===== config.mk =====
export PLATFORM = sky130hd
export DESIGN_NAME = alu_issue_stage
export DESIGN_NICKNAME = d
export VERILOG_FILES = /design/src/rtl/alu_pkg.sv /design/src/rtl/alu_decode.sv /design/src/rtl/alu_issue_stage.sv
export SDC_FILE = /design/constraint.sdc
export NUM_CORES = 1
export LEC_CHECK = 0
export BUFFER_PORTS_ARGS = -buffer_cell sky130_fd_sc_hd__buf_2
export CORE_UTILIZATION = 55
export CTS_BUF_LIST = sky130_fd_sc_hd__clkbuf_8
export DETAILED_ROUTE_END_ITERATION = 7
export PLACE_DENSITY = 0.91
export SYNTH_ARGS = -nofsm -noshare
export SYNTH_HDL_FRONTEND = slang
export SYNTH_HIERARCHICAL = 1
export SYNTH_SLANG_ARGS = --single-unit

===== constraint.sdc =====
create_clock -name clk -period 4.6 [get_ports clk]
set_input_delay 0.23 -clock clk [delete_from_list [all_inputs] [get_ports clk]]
set_output_delay 0.23 -clock clk [all_outputs]
set_load 0.01 [all_outputs]

===== src/rtl/alu_pkg.sv =====
// Shared encodings for the ALU issue stage: ALU operation codes, opcodes,
// branch encoding and instruction field bit positions.
package alu_pkg;

  // ALU operation codes
  localparam logic [2:0] ALU_ADD = 3'b000;
  localparam logic [2:0] ALU_SUB = 3'b001;
  localparam logic [2:0] ALU_NOT = 3'b010;
  localparam logic [2:0] ALU_SHL = 3'b011;
  localparam logic [2:0] ALU_SHR = 3'b100;
  localparam logic [2:0] ALU_AND = 3'b101;
  localparam logic [2:0] ALU_OR  = 3'b110;
  localparam logic [2:0] ALU_SLT = 3'b111;

  // Opcodes
  localparam logic [3:0] OP_RTYPE = 4'b0000;
  localparam logic [3:0] OP_ADDI  = 4'b0001;
  localparam logic [3:0] OP_SUBI  = 4'b0010;
  localparam logic [3:0] OP_ANDI  = 4'b0011;
  localparam logic [3:0] OP_ORI   = 4'b0100;
  localparam logic [3:0] OP_SLTI  = 4'b0101;
  localparam logic [3:0] OP_LW    = 4'b0110;
  localparam logic [3:0] OP_SW    = 4'b0111;
  localparam logic [3:0] OP_BEQ   = 4'b1000;
  localparam logic [3:0] OP_BNE   = 4'b1001;
  localparam logic [3:0] OP_SLLI  = 4'b1010;
  localparam logic [3:0] OP_SRLI  = 4'b1011;

  // Branch encoding
  localparam logic [1:0] BR_NONE = 2'b00;
  localparam logic [1:0] BR_BEQ  = 2'b01;
  localparam logic [1:0] BR_BNE  = 2'b10;

  // Instruction field bit positions
  localparam int unsigned OP_MSB    = 15;
  localparam int unsigned OP_LSB    = 12;
  localparam int unsigned RS_MSB    = 11;
  localparam int unsigned RS_LSB    = 9;
  localparam int unsigned RT_MSB    = 8;
  localparam int unsigned RT_LSB    = 6;
  localparam int unsigned RD_MSB    = 5;
  localparam int unsigned RD_LSB    = 3;
  localparam int unsigned FUNCT_MSB = 2;
  localparam int unsigned FUNCT_LSB = 0;
  localparam int unsigned IMM_MSB   = 5;
  localparam int unsigned IMM_LSB   = 0;

endpackage


===== src/rtl/alu_decode.sv =====
// Combinational instruction decoder.
// Ports:
//   instr_i      instruction word
//   alu_ctrl_o   ALU operation code
//   imm_sext_o   sign-extended 6-bit immediate
//   imm_b_o      immediate extended as the B operand wants it
//   b_imm_o      1: B operand is imm_b_o, 0: B operand is rt data
//   dest_o       destination register (0 when the op writes nothing)
//   reg_write_o, mem_read_o, mem_write_o, branch_o   control flags
//   rs_used_o, rt_used_o   source-register usage for hazard detection
//   illegal_o    undefined opcode
module alu_decode
  import alu_pkg::*;
#(
  parameter int DATA_W = 16
) (
  input  logic [15:0]       instr_i,
  output logic [2:0]        alu_ctrl_o,
  output logic [DATA_W-1:0] imm_sext_o,
  output logic [DATA_W-1:0] imm_b_o,
  output logic              b_imm_o,
  output logic [2:0]        dest_o,
  output logic              reg_write_o,
  output logic              mem_read_o,
  output logic              mem_write_o,
  output logic [1:0]        branch_o,
  output logic              rs_used_o,
  output logic              rt_used_o,
  output logic              illegal_o
);

  logic [3:0]        op;
  logic [2:0]        rt;
  logic [2:0]        rd;
  logic [2:0]        funct;
  logic [5:0]        imm;
  logic [DATA_W-1:0] imm_zext;

  assign op    = instr_i[OP_MSB:OP_LSB];
  assign rt    = instr_i[RT_MSB:RT_LSB];
  assign rd    = instr_i[RD_MSB:RD_LSB];
  assign funct = instr_i[FUNCT_MSB:FUNCT_LSB];
  assign imm   = instr_i[IMM_MSB:IMM_LSB];

  assign imm_sext_o = {{(DATA_W-6){imm[5]}}, imm};
  assign imm_zext   = {{(DATA_W-6){1'b0}}, imm};

  always_comb begin
    alu_ctrl_o  = ALU_ADD;
    imm_b_o     = imm_sext_o;
    b_imm_o     = 1'b1;
    dest_o      = rt;
    reg_write_o = 1'b1;
    mem_read_o  = 1'b0;
    mem_write_o = 1'b0;
    branch_o    = BR_NONE;
    rs_used_o   = 1'b1;
    rt_used_o   = 1'b0;
    illegal_o   = 1'b0;
    unique case (op)
      OP_RTYPE: begin
        alu_ctrl_o = funct;
        b_imm_o    = 1'b0;
        dest_o     = rd;
        rt_used_o  = 1'b1;
      end
      OP_ADDI: alu_ctrl_o = ALU_ADD;
      OP_SUBI: alu_ctrl_o = ALU_SUB;
      OP_ANDI: begin
        alu_ctrl_o = ALU_AND;
        imm_b_o    = imm_zext;
      end
      OP_ORI: begin
        alu_ctrl_o = ALU_OR;
        imm_b_o    = imm_zext;
      end
      OP_SLTI: alu_ctrl_o = ALU_SLT;
      OP_SLLI: begin
        alu_ctrl_o = ALU_SHL;
        imm_b_o    = imm_zext;
      end
      OP_SRLI: begin
        alu_ctrl_o = ALU_SHR;
        imm_b_o    = imm_zext;
      end
      OP_LW: mem_read_o = 1'b1;
      OP_SW: begin
        mem_write_o = 1'b1;
        reg_write_o = 1'b0;
        dest_o      = '0;
        rt_used_o   = 1'b1;
      end
      OP_BEQ, OP_BNE: begin
        alu_ctrl_o  = ALU_SUB;
        b_imm_o     = 1'b0;
        reg_write_o = 1'b0;
        dest_o      = '0;
        rt_used_o   = 1'b1;
        branch_o    = (op == OP_BEQ) ? BR_BEQ : BR_BNE;
      end
      default: begin
        illegal_o   = 1'b1;
        b_imm_o     = 1'b0;
        reg_write_o = 1'b0;
        dest_o      = '0;
        rs_used_o   = 1'b0;
      end
    endcase
  end

endmodule


===== src/rtl/alu_issue_stage.sv =====
// Decode/issue stage feeding the 16-bit ALU: decodes the ID instruction,
// detects load-use hazards, and holds the result in the ID/EX register with
// stall/flush control. Also counts issued instructions and bubbles.
// Ports:
//   clk, rst                      clock, synchronous active-high reset
//   id_valid, id_instr, id_ready  instruction handshake (id_ready combinational)
//   id_rs_addr, id_rt_addr        register-file read addresses
//   rs_data, rt_data              register-file read data
//   ex_stall, ex_flush            downstream hold / kill
//   ex_*                          ID/EX register outputs
//   issue_count, bubble_count     performance counters
module alu_issue_stage
  import alu_pkg::*;
#(
  parameter int DATA_W = 16,
  parameter int CNT_W  = 16
) (
  input  logic              clk,
  input  logic              rst,
  input  logic              id_valid,
  input  logic [15:0]       id_instr,
  output logic              id_ready,
  output logic [2:0]        id_rs_addr,
  output logic [2:0]        id_rt_addr,
  input  logic [DATA_W-1:0] rs_data,
  input  logic [DATA_W-1:0] rt_data,
  input  logic              ex_stall,
  input  logic              ex_flush,
  output logic              ex_valid,
  output logic [2:0]        ex_alu_control,
  output logic [DATA_W-1:0] ex_input_A,
  output logic [DATA_W-1:0] ex_input_B,
  output logic [DATA_W-1:0] ex_store_data,
  output logic [DATA_W-1:0] ex_imm,
  output logic [2:0]        ex_rd,
  output logic              ex_reg_write,
  output logic              ex_mem_read,
  output logic              ex_mem_write,
  output logic [1:0]        ex_branch,
  output logic              ex_illegal,
  output logic [CNT_W-1:0]  issue_count,
  output logic [CNT_W-1:0]  bubble_count
);

  logic [2:0]        dec_alu;
  logic [DATA_W-1:0] dec_imm_sext;
  logic [DATA_W-1:0] dec_imm_b;
  logic              dec_b_imm;
  logic [2:0]        dec_dest;
  logic              dec_rw, dec_mr, dec_mw, dec_rs_used, dec_rt_used, dec_ill;
  logic [1:0]        dec_br;
  logic              hazard;

  logic              valid_q, valid_d;
  logic [2:0]        alu_q, alu_d;
  logic [DATA_W-1:0] a_q, a_d, b_q, b_d, store_q, store_d, imm_q, imm_d;
  logic [2:0]        rd_q, rd_d;
  logic              rw_q, rw_d, mr_q, mr_d, mw_q, mw_d, ill_q, ill_d;
  logic [1:0]        br_q, br_d;
  logic [CNT_W-1:0]  issue_q, issue_d, bubble_q, bubble_d;

  alu_decode #(.DATA_W(DATA_W)) u_decode (
    .instr_i     (id_instr),
    .alu_ctrl_o  (dec_alu),
    .imm_sext_o  (dec_imm_sext),
    .imm_b_o     (dec_imm_b),
    .b_imm_o     (dec_b_imm),
    .dest_o      (dec_dest),
    .reg_write_o (dec_rw),
    .mem_read_o  (dec_mr),
    .mem_write_o (dec_mw),
    .branch_o    (dec_br),
    .rs_used_o   (dec_rs_used),
    .rt_used_o   (dec_rt_used),
    .illegal_o   (dec_ill)
  );

  assign id_rs_addr = id_instr[RS_MSB:RS_LSB];
  assign id_rt_addr = id_instr[RT_MSB:RT_LSB];

  // Hazard looks only at registered EX state, so the bubble itself clears it.
  assign hazard = valid_q & mr_q & (rd_q != '0) & id_valid &
                  ((dec_rs_used & (id_rs_addr == rd_q)) |
                   (dec_rt_used & (id_rt_addr == rd_q)));

  assign id_ready = ex_flush | (~ex_stall & ~hazard & id_valid);

  always_comb begin
    valid_d  = valid_q;
    alu_d    = alu_q;
    a_d      = a_q;
    b_d      = b_q;
    store_d  = store_q;
    imm_d    = imm_q;
    rd_d     = rd_q;
    rw_d     = rw_q;
    mr_d     = mr_q;
    mw_d     = mw_q;
    br_d     = br_q;
    ill_d    = ill_q;
    issue_d  = issue_q;
    bubble_d = bubble_q;
    if (!ex_stall || ex_flush) begin
      // Flush, bubble and idle all leave an empty, control-free EX slot.
      valid_d = 1'b0;
      alu_d   = '0;
      a_d     = '0;
      b_d     = '0;
      store_d = '0;
      imm_d   = '0;
      rd_d    = '0;
      rw_d    = 1'b0;
      mr_d    = 1'b0;
      mw_d    = 1'b0;
      br_d    = BR_NONE;
      ill_d   = 1'b0;
      if (!ex_flush) begin
        if (hazard) begin
          bubble_d = bubble_q + CNT_W'(1);
        end else if (id_valid) begin
          valid_d = 1'b1;
          alu_d   = dec_alu;
          a_d     = rs_data;
          b_d     = dec_b_imm ? dec_imm_b : rt_data;
          store_d = rt_data;
          imm_d   = dec_imm_sext;
          rd_d    = dec_dest;
          rw_d    = dec_rw & (dec_dest != '0);
          mr_d    = dec_mr;
          mw_d    = dec_mw;
          br_d    = dec_br;
          ill_d   = dec_ill;
          issue_d = issue_q + CNT_W'(1);
        end
      end
    end
  end

  always_ff @(posedge clk) begin
    if (rst) begin
      valid_q  <= 1'b0;
      alu_q    <= '0;
      a_q      <= '0;
      b_q      <= '0;
      store_q  <= '0;
      imm_q    <= '0;
      rd_q     <= '0;
      rw_q     <= 1'b0;
      mr_q     <= 1'b0;
      mw_q     <= 1'b0;
      br_q     <= '0;
      ill_q    <= 1'b0;
      issue_q  <= '0;
      bubble_q <= '0;
    end else begin
      valid_q  <= valid_d;
      alu_q    <= alu_d;
      a_q      <= a_d;
      b_q      <= b_d;
      store_q  <= store_d;
      imm_q    <= imm_d;
      rd_q     <= rd_d;
      rw_q     <= rw_d;
      mr_q     <= mr_d;
      mw_q     <= mw_d;
      br_q     <= br_d;
      ill_q    <= ill_d;
      issue_q  <= issue_d;
      bubble_q <= bubble_d;
    end
  end

  assign ex_valid       = valid_q;
  assign ex_alu_control = alu_q;
  assign ex_input_A     = a_q;
  assign ex_input_B     = b_q;
  assign ex_store_data  = store_q;
  assign ex_imm         = imm_q;
  assign ex_rd          = rd_q;
  assign ex_reg_write   = rw_q;
  assign ex_mem_read    = mr_q;
  assign ex_mem_write   = mw_q;
  assign ex_branch      = br_q;
  assign ex_illegal     = ill_q;
  assign issue_count    = issue_q;
  assign bubble_count   = bubble_q;

endmodule


======== Word level (Yosys, flattened, before mapping) ========
Index checks and enable logic that the tools add are counted.
storage, ports and cells
  logic and storage cells ................. 107
  register bits after elaboration ......... 109
  input port bits ......................... 53
  output and inout bits ................... 116
operators by class
  add/subtract/negate cells ............... 2
  reductions and logical operators ........ 15
  bitwise logic cells ..................... 14
  equal/unequal tests ..................... 13
  multiplexer cells ....................... 49
operator list
  operator               number
  $mux 16                14
  $add 16x1->16 const B  2
  $mux 1                 22
  $pmux 3 s7             1
  $mux 3                 6
  $reduce_or 9->1        2
  $eq 4x3->1 const B     4
  $eq 4x4->1 const B     4
  $reduce_or 12->1       1
  $mux 2                 5
  $and 1x1->1            9
  $eq 4x2->1 const B     2
  $reduce_or 4->1        2
  $reduce_or 8->1        1
  $eq 3x3->1             2
  $pmux 3 s2             1
  $reduce_bool 3->1      2
  $eq 4x1->1 const B     1
  $logic_not 4->1        1
  $reduce_and 4->1       1
  $not 1->1              3
  $reduce_and 3->1       1
  $reduce_or 3->1        1
  $or 1x1->1             2
  other kinds (3)        3

======== Longest topological paths before layout ========
  depth after elaboration ................. 10
  gate-level depth with buffers ........... 10
  depth with buffers taken out ............ 7

======== Cells and area by module ========
Netlist, hierarchy kept.
by module, submodules not included
  module           cells an instance  seq. area each (um^2)  area each (um^2)  times used
  alu_issue_stage  570                2182.1                 4901.0            1
  alu_decode       78                 0.0                    544.3             1

======== Worst setup path before layout ========
No wires, ideal clock.
  path kind ............................... in2reg
  start point ............................. input id_instr[14]
  end point ............................... register b_q[10], in the netlist ex_input_B[10]
  setup time .............................. 132 ps
  stages on the path ...................... 8
  slack ................................... 2774 ps
  data arrival time ....................... 1694 ps
  required time ........................... 4468 ps
  path buffers ............................ 3
  cells stage by stage .................... buf_4 -> nand2b_1 -> o21ai_1 -> clkbuf_1 -> clkbuf_1 -> mux2_2 -> nand3_1 -> a21oi_1
between the ends
  elaborated cells between the ends (all ways) .. 28
  those cells by class .................... eq/ne: 11; mux: 8; bitwise: 4; reduce/logical: 5
RTL lines
  item                                      line                    text
  start, declared                           alu_issue_stage.sv:21   input logic [15:0] id_instr,
  $eq 4x1->1, or another cell as far along  alu_decode.sv:60        unique case (op)
  $reduce_or 9->1 (no source line) *        -
  $mux 1 *                                  alu_decode.sv:60
  via dec_b_imm                             alu_issue_stage.sv:48   logic dec_b_imm;
  $mux 16 *                                 alu_issue_stage.sv:124  b_d = dec_b_imm ? dec_imm_b : rt_data;
  $mux 16 *                                 alu_issue_stage.sv:120  end else if (id_valid) begin
  $mux 16 *                                 alu_issue_stage.sv:118  if (hazard) begin
  $mux 16 *                                 alu_issue_stage.sv:117  if (!ex_flush) begin
  end signal, assigned                      alu_issue_stage.sv:144  b_q <= '0;
  end signal, assigned                      alu_issue_stage.sv:159  b_q <= b_d;
  end, declared                             alu_issue_stage.sv:56   logic [DATA_W-1:0] a_q, a_d, b_q, b_d, store_q, store_d, imm_q, imm_d;
The timed path passes the listed nets; every way through them passes the cells marked *.
A chain may end at the register's enable or synchronous reset.

======== Final worst setup path ========
  start point ............................. register rd_q[0], in the netlist ex_rd[0]
  end point ............................... output id_ready
between the ends
  longest elaborated chain between the ends .. 8
  elaborated cells between the ends (all ways) .. 13
  those cells by class .................... eq/ne: 2; bitwise: 10; reduce/logical: 1
ends and longest elaborated chain
  item                                       line                                                                 text
  start, declared                            alu_issue_stage.sv:57                                                logic [2:0] rd_q, rd_d;
  start signal, assigned                     alu_issue_stage.sv:162                                               rd_q <= rd_d;
  $eq 3x3->1, or another cell as far along   alu_issue_stage.sv:83                                                ((dec_rs_used & (id_rs_addr == rd_q)) |
  $and 1x1->1 (on tied branches)             alu_issue_stage.sv:83, alu_issue_stage.sv:82, alu_issue_stage.sv:84
  $or 1x1->1 or $and 1x1->1 (tied branches)  alu_issue_stage.sv:83, alu_issue_stage.sv:82
  $and 1x1->1 *                              alu_issue_stage.sv:82                                                assign hazard = valid_q & mr_q & (rd_q != '0) & id_valid &
  $not 1->1 (no source line) *               -
  $and 1x1->1 * (2 in a row)                 alu_issue_stage.sv:86                                                assign id_ready = ex_flush | (~ex_stall & ~hazard & id_valid);
  $or 1x1->1 *                               alu_issue_stage.sv:86
  end, declared                              alu_issue_stage.sv:22                                                output logic id_ready,
Every way passes the cells marked *; elsewhere a longest branch is shown, timed or not.

==> results.sh <==
export IMPL_slew_headroom_pct=24.6
export IMPL_grt_pass1_wl_um=21900
export IMPL_maxSlewViolCount=0
export IMPL_synthToLayoutAreaGrowth_pct=12.9
export IMPL_multi_input_area_um2=2690
export IMPL_ys_seq_area_share_pct=40.1
export IMPL_synth_seq_cells=109
export IMPL_endpoint_kind="primary output"
export IMPL_syn_nets=703
export IMPL_nets=792
export IMPL_cp_cell_sequence="or3_1, nand4_1, a21o_4, nand2_1, nand2b_1, buf_2"
export IMPL_grt_start_max_net_pins=132
export IMPL_overflow=0
export IMPL_slowest_stage="a21o_4"
export IMPL_postCtsSetupBuffers=0
export IMPL_vdd_drop_max_uv=229
export IMPL_critical_path_class="flip-flop to primary output"
export IMPL_holdWs_ns=0.121
export IMPL_hold_viol=0
export IMPL_root_buffer="clkbuf_8"
export IMPL_tns_ns=0
export IMPL_crit_path_start_kind="flip-flop"
export IMPL_max_stage_delay_ns=0.75
export IMPL_grt_pass1_vias=4634
export IMPL_fillCellCount=757
export IMPL_avgRoutedWirePerCell_um=15.9
export IMPL_path_max_fanout=107
export IMPL_cts_repair_resized=0
export IMPL_dieArea_um2=10300
export IMPL_hold_buffers=0
export IMPL_finalPower_mw=1.76
export IMPL_start_util_pct=57.8
export IMPL_ys_types=40
export IMPL_coreArea_um2=9420
export IMPL_powerDensity_nw_per_um2=287
export IMPL_reg2reg_depth=5
export IMPL_insertion_delay_ns=0.36
export IMPL_clk_path_buf_depth=2
export IMPL_finalCritPeriodShare_pct=59.0
export IMPL_drcViolationCount=0
export IMPL_seq_area_um2=2180
export IMPL_dpl_cell_area_um2=5940
export IMPL_via_per_inst=5.92
export IMPL_synth_avg_cell_area_um2=8.40
export IMPL_dpl_hpwl_um=9290
export IMPL_num_vias=5160
export IMPL_io_buffers=168
export IMPL_min_delay_path_class="input pin to flip-flop"
export IMPL_period_needed_ns=2.72
export IMPL_min_from="rs_data[15]"
export IMPL_numCtsBuffers=9
export IMPL_clkSinkCount=109
export IMPL_drtIter0Drc=239
export IMPL_cp_arrival_ns=2.49
export IMPL_die_h_um=102
export IMPL_fmax_mhz=368
export IMPL_routed_wl_um=13800
export IMPL_r2r_start="ex_rd[2]$_SDFFE_PP0P_"
export IMPL_yosys_area_top_type="dfxtp_1"
export IMPL_antenna_found_initial=0
export IMPL_final_area_um2=6150
export IMPL_maxCapViolCount=0
export IMPL_drive_gt1_share_pct=29.9
export IMPL_die_w_um=102
export IMPL_rows=35
export IMPL_htree_levels=3
export IMPL_clkTransAtPathRegs_ns=0.10
export IMPL_gp_congestion=0.839
export IMPL_grt_usage_pct=26.5
export IMPL_rsz0062_at_grt="false"
export IMPL_cp_data_required_time_ns=4.37
export IMPL_postLayoutCoreUtil_pct=65.3
export IMPL_dr_pass1_iters=4
export IMPL_synth_top_area_share_pct=40.1
export IMPL_critPathBufInv=1
export IMPL_status="completed"
export IMPL_finalSetupViolCount=0
export IMPL_syn_cell_area_um2=5450
export IMPL_path_delay_family="simple AND/OR/NAND/NOR gates"
export IMPL_ys_top_cells_by_area="dfxtp_1 (40%), a21oi_1 (9.0%), nand4b_1 (8.2%), buf_4 (6.5%), nand2_1 (6.0%)"
export IMPL_ys_warnings_count=6
export IMPL_synth_cells=648
export IMPL_num_antenna_cells=0
export IMPL_ant_nets=0
export IMPL_tightest_slew_ns=1.13
export IMPL_r2r_end="bubble_count[12]$_SDFFE_PP0P_"
export IMPL_finClkSkew_ns=0.0139
export IMPL_whs_endpoint="ex_input_A[15]$_SDFFE_PP0P_"
export IMPL_cts_tree="done"
export IMPL_power_leakage_nw=2.41
export IMPL_ioPinCount=169
export IMPL_rrSetupSlack_ns=2.38
export IMPL_hold_path_depth=3
through the flow:
| step | setup slack, ns | instances |
|---|---|---|
| final | 1.88 | 871 |
| after global routing | 1.68 | 871 |
| after CTS | 1.88 | 871 |
| after detailed placement | 2.03 | 855 |
| after global placement | 2.15 | 855 |
| after floorplan | 2.77 | 648 |
worst max-delay path by stage:
| stage | slack [ns] | endpoint | start | depth (start not counted) |
|---|---|---|---|---|
| after floorplan | 2.77 | ex_input_B[10]$_SDFFE_PP0P_ | id_instr[14] | 8 |
| after global placement | 2.15 | id_ready | id_instr[15] | 9 |
| after detailed placement | 2.03 | id_ready | id_instr[15] | 9 |
| after CTS | 1.88 | id_ready | ex_rd[0]$_SDFFE_PP0P_ | 6 |
| after global routing | 1.68 | id_ready | ex_rd[0]$_SDFFE_PP0P_ | 6 |
| final | 1.88 | id_ready | ex_rd[0]$_SDFFE_PP0P_ | 6 |
layout make-up:
type,instances,area share (%)
multi-input combinational,439,43.8
inverter,5,0.305
sequential,109,35.5
clock buffer,11,2.46
clock inverter,5,0.957
tap,129,2.63
timing repair buffer,173,14.3
Yosys cell counts:
library cell	count
mux2_2	20
or3_1	9
and4_1	1
inv_1	4
nand2b_1	4
nand2b_2	1
nor2_2	1
nand4_1	11
or2_4	1
nor2b_1	7
a21o_1	1
buf_6	3
or2_1	1
and3_1	6
nor3_1	6
o32ai_2	2
nor3_2	3
or4_1	19
ha_1	2
dfxtp_1	109
o32ai_1	1
xnor2_1	6
nand2_1	87
o31ai_1	19
buf_2	4
buf_1	5
or2_2	1
nor2_1	18
nor4_1	1
inv_2	1
a21oi_1	98
nor4_2	1
o21ai_0	9
buf_4	47
a221oi_2	1
o21ai_1	6
nand3_1	33
a32oi_1	12
nand4b_1	51
clkbuf_1	36
flip-flops by register name, indices dropped and copies added (netlist names), 2 cells and up:
register        cells
bubble_count       16
issue_count        16
ex_input_A         16
ex_input_B         16
ex_store_data      16
ex_imm             16
ex_alu_control      3
ex_rd               3
ex_branch           2
layout by cell type (no fill, tap or decap), drive strengths merged, types with 12 or more instances in the layout:
cell type	count
buf	173
dfxtp	109
a21oi	98
nand2	87
nand4b	51
nand3	33
mux2	20
o31ai	19
or4	19
nor2	19
o21ai	15
a32oi	12
where the power goes:
| group | total [mW] | internal, mW | leakage (nW) | switching, mW |
|---|---|---|---|---|
| logic | 0.197 | 0.0789 | 1.42 | 0.118 |
| clock network | 0.603 | 0.283 | 0.107 | 0.320 |
| registers | 0.964 | 0.957 | 0.881 | 0.00795 |
| total | 1.76 | 1.32 | 2.41 | 0.446 |
worst min-delay path, delay by kind of cell:
kind | cells | cell delay (ns)
AND/OR/NAND/NOR | 1 | 0.08
buffers and inverters | 1 | 0.07
AO/OA/AOI/OAI | 1 | 0.07
logic make-up after synthesis:
group / count (synthesis) / share of synthesized area (%)
AOI/OAI and AO/OA: 149 / 16.1
xor gates and xnor gates: 6 / 0.965
adders and majority gates: 2 / 0.459
buffers and inverters: 100 / 10.6
DFF: 109 / 40.1
muxes: 20 / 4.14
and+or+nand+nor: 262 / 27.6
layer usage:
| metal | vias to the layer above | global-route usage, % | routed length, µm |
|---|---|---|---|
| li1 | 2499 | - | - |
| met1 | 2438 | 33.5 | 5670 |
| met2 | 192 | 44.1 | 6900 |
| met3 | 31 | 6.07 | 931 |
| met4 | 0 | 9.92 | 318 |
| met5 | - | 0 | 0 |
Note: power is estimated with default switching activity, not from simulation.
